File: config.mk
export PLATFORM = sky130hd
export DESIGN_NAME = irq_ctrl
export DESIGN_NICKNAME = d
export VERILOG_FILES = /design/src/rtl/irq_ctrl.sv
export SDC_FILE = /design/constraint.sdc
export NUM_CORES = 1
export LEC_CHECK = 0
export CAP_MARGIN = 20
export CORE_ASPECT_RATIO = 0.8
export CORE_UTILIZATION = 45
export CTS_BUF_LIST = sky130_fd_sc_hd__clkbuf_2 sky130_fd_sc_hd__clkbuf_4 sky130_fd_sc_hd__clkbuf_8
export DETAILED_ROUTE_END_ITERATION = 10
export GPL_TIMING_DRIVEN = 0
export PLACE_DENSITY = 0.89
export RECOVER_POWER = 25
export SKIP_LAST_GASP = 1
export SLEW_MARGIN = 5
export SYNTH_ARGS = -nofsm -noshare
export SYNTH_HDL_FRONTEND = slang
export SYNTH_SLANG_ARGS = --single-unit
File: constraint.sdc
create_clock -name clk -period 2.14 [get_ports clk]
set_clock_uncertainty 0.05 [all_clocks]
set_input_delay 0.428 -clock clk [delete_from_list [all_inputs] [get_ports clk]]
set_output_delay 0.428 -clock clk [all_outputs]
set_load 0.1 [all_outputs]
File: src/rtl/irq_ctrl.sv
// Interrupt controller feeding CP0 HWInt[7:2]: per-source level/edge capture,
// enable masking, fixed priority with in-service nesting, claim-by-read / complete-by-write.
module irq_ctrl #(
  parameter int NUM_SRC = 6
) (
  input  logic               clk,
  input  logic               rst,
  input  logic [NUM_SRC-1:0] irq_in,
  input  logic [1:0]         addr,
  input  logic               we,
  input  logic               re,
  input  logic [31:0]        wdata,
  output logic [31:0]        rdata,
  output logic [NUM_SRC-1:0] hwint,
  output logic               any_req
);

  typedef logic [NUM_SRC-1:0] vec_t;

  localparam logic [1:0] A_PEND  = 2'd0;
  localparam logic [1:0] A_EN    = 2'd1;
  localparam logic [1:0] A_MODE  = 2'd2;
  localparam logic [1:0] A_CLAIM = 2'd3;
  localparam logic [3:0] NUM_SRC_W = 4'(NUM_SRC);

  vec_t samp_q, samp_d;
  vec_t prev_q, prev_d;
  vec_t edge_pend_q, edge_pend_d;
  vec_t en_q, en_d;
  vec_t mode_q, mode_d;
  vec_t isr_q, isr_d;

  vec_t       rise;
  vec_t       pend;
  vec_t       blocked;
  vec_t       eligible;
  logic       claim_valid;
  logic [2:0] claim_idx;

  // Bus strobes carry no handshake: every access completes in the cycle it is
  // presented. A write wins over a simultaneous read, so a claim only fires on
  // a read-only cycle that addresses CLAIM while a source is eligible.
  logic bus_wr;
  logic claim_fire;
  logic cpl_fire;
  vec_t claim_onehot;
  vec_t cpl_onehot;
  vec_t w1c_mask;
  vec_t mode_chg;

  logic unused_wdata;
  assign unused_wdata = ^wdata[31:NUM_SRC];

  assign rise = samp_q & ~prev_q;
  assign pend = (mode_q & edge_pend_q) | (~mode_q & samp_q);

  // blocked[i] is set when any source of equal or higher priority is in service.
  always_comb begin
    logic acc;
    acc     = 1'b0;
    blocked = '0;
    for (int i = 0; i < NUM_SRC; i++) begin
      acc        = acc | isr_q[i];
      blocked[i] = acc;
    end
  end

  assign eligible = pend & en_q & ~blocked;
  assign hwint    = eligible;
  assign any_req  = |eligible;

  always_comb begin
    claim_idx = '0;
    for (int i = NUM_SRC - 1; i >= 0; i--) begin
      if (eligible[i]) begin
        claim_idx = 3'(i);
      end
    end
  end

  assign claim_valid = |eligible;

  assign bus_wr       = we;
  assign claim_fire   = re && !we && (addr == A_CLAIM) && claim_valid;
  assign cpl_fire     = bus_wr && (addr == A_CLAIM) && ({1'b0, wdata[2:0]} < NUM_SRC_W);
  assign claim_onehot = claim_fire ? (vec_t'(1) << claim_idx) : '0;
  assign cpl_onehot   = cpl_fire ? (vec_t'(1) << wdata[2:0]) : '0;
  assign w1c_mask     = (bus_wr && (addr == A_PEND)) ? (wdata[NUM_SRC-1:0] & mode_q) : '0;

  always_comb begin
    samp_d = irq_in;
    prev_d = samp_q;
    en_d   = en_q;
    mode_d = mode_q;
    if (bus_wr && (addr == A_EN)) begin
      en_d = wdata[NUM_SRC-1:0];
    end
    if (bus_wr && (addr == A_MODE)) begin
      mode_d = wdata[NUM_SRC-1:0];
    end
  end

  assign mode_chg = mode_d ^ mode_q;

  // A fresh rise outranks W1C and claim; a MODE flip discards the edge latch.
  always_comb begin
    edge_pend_d = mode_q & ~mode_chg &
                  ((edge_pend_q & ~w1c_mask & ~claim_onehot) | rise);
    isr_d       = (isr_q & ~cpl_onehot) | claim_onehot;
  end

  always_ff @(posedge clk) begin
    if (rst) begin
      samp_q      <= '0;
      prev_q      <= '0;
      edge_pend_q <= '0;
      en_q        <= '0;
      mode_q      <= '0;
      isr_q       <= '0;
    end else begin
      samp_q      <= samp_d;
      prev_q      <= prev_d;
      edge_pend_q <= edge_pend_d;
      en_q        <= en_d;
      mode_q      <= mode_d;
      isr_q       <= isr_d;
    end
  end

  always_comb begin
    rdata = '0;
    case (addr)
      A_PEND:  rdata = {{(32-NUM_SRC){1'b0}}, pend};
      A_EN:    rdata = {{(32-NUM_SRC){1'b0}}, en_q};
      A_MODE:  rdata = {{(32-NUM_SRC){1'b0}}, mode_q};
      A_CLAIM: rdata = {claim_valid, 28'b0, claim_idx};
      default: rdata = '0;
    endcase
  end

endmodule
==> out/metrics.cfg <==
[global_routing]
grt_start_max_net_pins=11
gr-usage-all-layers_pct=23.4
grt_first_pass_wirelength_um=8780
globalRoute.totalOverflow=0
vias_in_the_first_global_route=1791
antenna_found_initial=0

[cells_and_area]
final_common_cell=sky130_fd_sc_hd__buf_4
final_cell_mix=sky130_fd_sc_hd__buf_4 (43), sky130_fd_sc_hd__dfxtp_1 (28), sky130_fd_sc_hd__conb_1 (25)
number_of_antenna_cells_inserted=0
finalNetCount=371
final-instance-count-excl-fill=384
postLayoutCellArea_um2=2930
finalCoreUtilization_pct=68.8
synth_to_final_area_change_pct=43.4
post_route_cells_drive_above_1_share_pct=32.7

[floorplanning]
die_area_um2=4810
dieWidth_um=77.3
floorplan.core_area_um2=4260
io_pins=83
initial_core_util_pct=48.0
floorplan.die.height_um=62.3
rows=21

[outcome]
violations_in_the_final_reports=negative setup slack
outcome=complete, but fails checks

[timing]
fin_ws_ns=-0.455
setup_viol=6
finalHoldViolCount=0
min_period_over_period_pct=121
fmax_ghz=0.385
grt_setup_unrepaired=yes
timing_worst_slew_pin_value_ns=0.530
drv_slew=0
final_period_minus_worst_setup_slack_ns=2.60
relative_slew_margins_pct=64.6

[route]
drc_errors=0
dr.pass1.iters=5
routed-via-count=2051
detail-route-antenna-nets=0
routed_wl_um=5380
average_via_count_per_standard_cell=5.34
initialDrtViolationCount=147
routedWlPerCell_um=14.0

[placement]
dp.final_hpwl_um=3690
place.detailed.instances=361
numPortBuffers=26
finalWeightedCongestion=0.868
placed_area_um2=2620
placement.setup.worst_slack_ns=-1.27

[power]
power_density_nw_per_um2=579
p_sw_share_pct=36.9
power.share.sequential_pct=41.6
share_comb_of_total_power_pct=31.0
design_power_total_mw=1.70
netSwitchingPower_mw=0.626
share_of_total_power_in_the_clock_network_pct=27.4
irDropWorstVdd_v=0.000457
p_int_mw=1.07
p_leak_nw=1.23

[yosys]
synth-seq-cells=36
ys_async_sr_fraction_pct=0
postSynthAreaPerCell_um2=8.04
ys_dominant_reg_cell=sky130_fd_sc_hd__dfxtp_1
synth_area_um2=2040
post_synth_inst_count=254
synth-edff-count=0
ys_types=46
synth.yosys.seq_area_share_pct=35.3
yosys_warnings=0

[setup_path]
crit_path_end_kind=output port
slowest_stage=sky130_fd_sc_hd__or4_4
cp_max_fo=2
critical_path_class=register to output port
critPathLaunchType=register
timing.critical_path.slowest_cell_delay_ns=0.55
worstPathRequired_ns=1.66
crit_path_cell_trace=mux2_4, and2_4, or4_4, a41oi_4, buf_12
worst_ep_arrival_time_ns=2.12

[clocking]
cts_root_buf=sky130_fd_sc_hd__clkbuf_8
cts.path.max_buffers=2
latest_clock_arrival_within_the_worst_skew_pair_ns=0.29
cts_inserted_buffers=5
cts_max_level=2
cts.hold.buffers_added=0
cts_tree=done
cts.reportedPaths.clkPinSlew_ns=0.07
numClockSinks=36

[job]
cap_violations=0

[min_path]
timing.hold.worst.class=register to register

-- final timing paths --
path | startpoint | end | slack [ns] | cells after the start
worst max-delay path | mode_q[2]$_SDFF_PP0_ | rdata[0] | -0.46 | 5
worst max register to register | mode_q[2]$_SDFF_PP0_ | edge_pend_q[5]$_SDFF_PP0_ | -0.09 | 7
worst min-delay path | en_q[0]$_SDFFE_PP0P_ | en_q[0]$_SDFFE_PP0P_ | 0.41 | 2
worst min register to register | en_q[0]$_SDFFE_PP0P_ | en_q[0]$_SDFFE_PP0P_ | 0.41 | 2
-- synthesized netlist by cell type, drive strengths merged (2+ instances only) --
cell / count / area, um^2
and2: 2 / 12.5
o211ai: 3 / 22.5
a211oi: 2 / 15.0
nor2: 25 / 93.8
a21o: 2 / 15.0
nor3b: 7 / 52.6
nand2: 21 / 78.8
nand3b: 3 / 22.5
nor3: 3 / 15.0
mux2i: 8 / 80.1
a21oi: 22 / 110
inv: 10 / 37.5
nand2b: 3 / 18.8
nor2b: 12 / 75.1
and3: 4 / 25.0
or3b: 2 / 17.5
a2111oi: 2 / 37.5
mux2: 3 / 37.5
clkbuf: 10 / 38.8
a32oi: 3 / 26.3
o21ai: 9 / 45.0
a31oi: 2 / 12.5
nor4b: 2 / 17.5
dfxtp: 36 / 721
or3: 2 / 12.5
nand3: 15 / 75.1
buf: 28 / 214
-- sequential cells by signal, summed over array words and instances (netlist names) --
name / count
en_q: 6
prev_d: 6
prev_q: 6
mode_q: 6
edge_pend_q: 6
isr_q: 6
-- per-stage QoR --
stage / hold WS [ns] / TNS [ns]
after floorplan: 0.386 / -1.40
after global placement: 0.395 / -13.87
after detailed placement: 0.399 / -14.02
after CTS: 0.407 / -1.50
after global routing: 0.453 / -2.17
final: 0.410 / -1.59
-- what timing repair did --
action,4_1_cts,5_1_grt
setup endpoints to repair,20,25
buffers inserted,12,4
resized for setup,110,18
pin swaps,7,6
-- metal layers --
metal | vias to the layer above | global-route usage, % | share of wire (%)
li1 | 986 | - | -
met1 | 948 | 32.5 | 43
met2 | 107 | 35.5 | 46
met3 | 10 | 5.15 | 9.2
met4 | 0 | 8.02 | 1.7
met5 | - | 0 | 0
-- cells by family after synthesis --
family	Yosys count	share of synthesized area, %
DFF	36	35.3
and+or+nand+nor	103	26.1
buffers and inverters	48	14.2
AOI/OAI and AO/OA	55	18.4
muxes	11	5.76
other	1	0.184
-- worst max-delay path: cells and delay by family, from the launching register on --
kind / cells / cell delay [ns]
AO/OA/AOI/OAI: 1 / 0.25
buffers and inverters: 1 / 0.20
flip-flops: 1 / 0.36
multiplexers: 1 / 0.30
AND/OR/NAND/NOR: 2 / 0.71
-- layout make-up --
cell class                 instances  area [um^2]
clock buffer                       6         76.3
fill                             350         1330
sequential                        36          736
timing repair buffer              42          427
clock inverter                     1         5.00
inverter                          10         37.5
tap                               57         71.3
buffer                            38          260
multi-input combinational        194         1320
-- power groups by stage --
stage / Combinational [mW] / Clock [mW] / Sequential (mW)
floorplan: 0.416 / 0 / 0.716
global placement: 0.482 / 0 / 0.719
detailed placement: 0.484 / 0 / 0.720
CTS: 0.511 / 0.465 / 0.704
global route: 0.547 / 0.501 / 0.707
finish: 0.525 / 0.465 / 0.705
No activity file was read; power rests on OpenSTA's default activity.
==> patch, RTL diff (same flow settings) <==
`NUM_SRC`: 6 -> 5.
--- a/src/rtl/irq_ctrl.sv
+++ b/src/rtl/irq_ctrl.sv
@@ -1,7 +1,7 @@
 // Interrupt controller feeding CP0 HWInt[7:2]: per-source level/edge capture,
 // enable masking, fixed priority with in-service nesting, claim-by-read / complete-by-write.
 module irq_ctrl #(
-  parameter int NUM_SRC = 6
+  parameter int NUM_SRC = 5
 ) (
   input  logic               clk,
   input  logic               rst,
Ports: changed (resized hwint and irq_in); port bits go from 83 to 81. The function was not compared with the original's and may differ.
==> patch against the unedited design <==
The run ends with design-rule violations, negative setup slack left; largest power group unchanged; register-to-register slack improved by 0.35 ns; area after synthesis is 16% lower; fmax rose by 4.8%; synthesized cell count fell by 19%; cell area fell by 11%; sequential cell count is 6 lower; worst setup slack improved by 0.12 ns; routed wire length fell by 1.7%; first-iteration DRC count increased by 35%; critical endpoint is now rdata[1]; total power decreased by 5.4%.
==> patch: results (changes against the unedited design) <==
- Metal2 WL: 2.538 mm (was 2.489 mm)
- WL met1: 2.215 mm (was 2.303 mm)
- Crit path DAT: 2.00 ns (was 2.12 ns)
- Initial DRC count: 199 (was 147)
- Fin Setup TNS: -1.613 ns (was -1.586 ns)
- Power Density: 616.0 nW/um^2 (was 579.1 nW/um^2)
- Peak supply drop: 0.0005713 V (was 0.0004566 V)
- Reg-to-Reg Start: mode_q[1] (was mode_q[2])
- Crit. Startpoint: isr_q[2] (was mode_q[2])
- Drt drc: 2 (was 0)
- Status: finished with violations (unchanged)
- Metal3 WL: 381 um (was 497 um)
- Lkg Pwr: 0.001123 uW (was 0.001228 uW)
- Ranking of synthesized cells by area: dfxtp_1, buf_4, nor2b_1 (was dfxtp_1, buf_4, a21oi_1)
- Detailed Route WL: 5.287 mm (was 5.381 mm)
- # setup viols final: 7 (was 6)
- WL/cell: 16.63 um (was 14.01 um)
- Multiplexer share of the synthesized area: 0.07793 (was 0.05760)
- Placed Cells: 299 (was 361)
- Top cells by count, synth: dfxtp_1, buf_4, nor2_1 (unchanged)
- Worst Setup Slack, final: -0.3373 ns (was -0.4554 ns)
- Synth Area in Compound Gates: 0.1886 (was 0.1844)
- HP Start: isr_q[4] (was en_q[0])
- Failing checks: design-rule violations, negative setup slack (was negative setup slack)
- Net count reported at finish: 318 (was 371)
- Gate count after technology mapping: 207 (was 254)
## patch: changes by cell type in the layout (fill, tap and decap cells not counted), moves of 5 or more
cell | unedited run | this run
dfxtp_1 | 28 | 23
nand2_1 | 19 | 11
inv_1 | 10 | 4
a21oi_1 | 19 | 11
nand3_1 | 14 | 3
buf_6 | 7 | 2
## patch: cells by family (layout without fill, tap and decap cells)
family | after synthesis | in the layout
other cells | 1 | 26
buf+inv | 42 | 86
compound gates | 49 | 49
simple gates | 73 | 73
flops | 30 | 30
mux | 12 | 12
## patch: area by class of cell
class	count	area [um^2]
fillers	240	937.1
flip-flops and latches	30	616.8
multi-input cells	160	1137
repair buffers	37	427.9
plain buffers	34	245.2
well taps	42	52.55
clock inverters	1	5.005
clock buffers	7	90.09
inverters	7	30.03
## patch: worst paths after layout
path | end | slack, ns | depth (start not counted)
worst max register to register | edge_pend_q[4] | 0.26 | 5
worst min register to register | isr_q[4] | 0.43 | 2
worst min-delay path | isr_q[4] | 0.43 | 2
worst max-delay path | rdata[1] | -0.34 | 5
## patch: timing repair
action | 4_1_cts | 5_1_grt
endpoints found under the setup margin | 12 | 13
pin swaps | 9 | 7
resized for setup | 122 | 16
setup buffers | 10 | 2
## patch: layer usage
layer / up-vias / track usage
met5: - / 0
met4: 0 / 0.08286
met3: 15 / 0.08657
met2: 90 / 0.4547
met1: 827 / 0.3161
li1: 810 / -
## patch: stage by stage
step	area, um^2	worst slack, ns
after floorplan	1903	-0.6506
after global placement	2206	-1.578
after detailed placement	2206	-1.609
after CTS	2536	-0.3126
after global routing	2605	-0.3591
final	2605	-0.3373
## patch: worst max-delay path, stage by stage, from the launching register on
cell and delay, ns:
dfxtp_2 0.35, or4b_4 0.58, nor2_4 0.19, o211ai_1 0.18
a31oi_4 0.21, buf_12 0.19
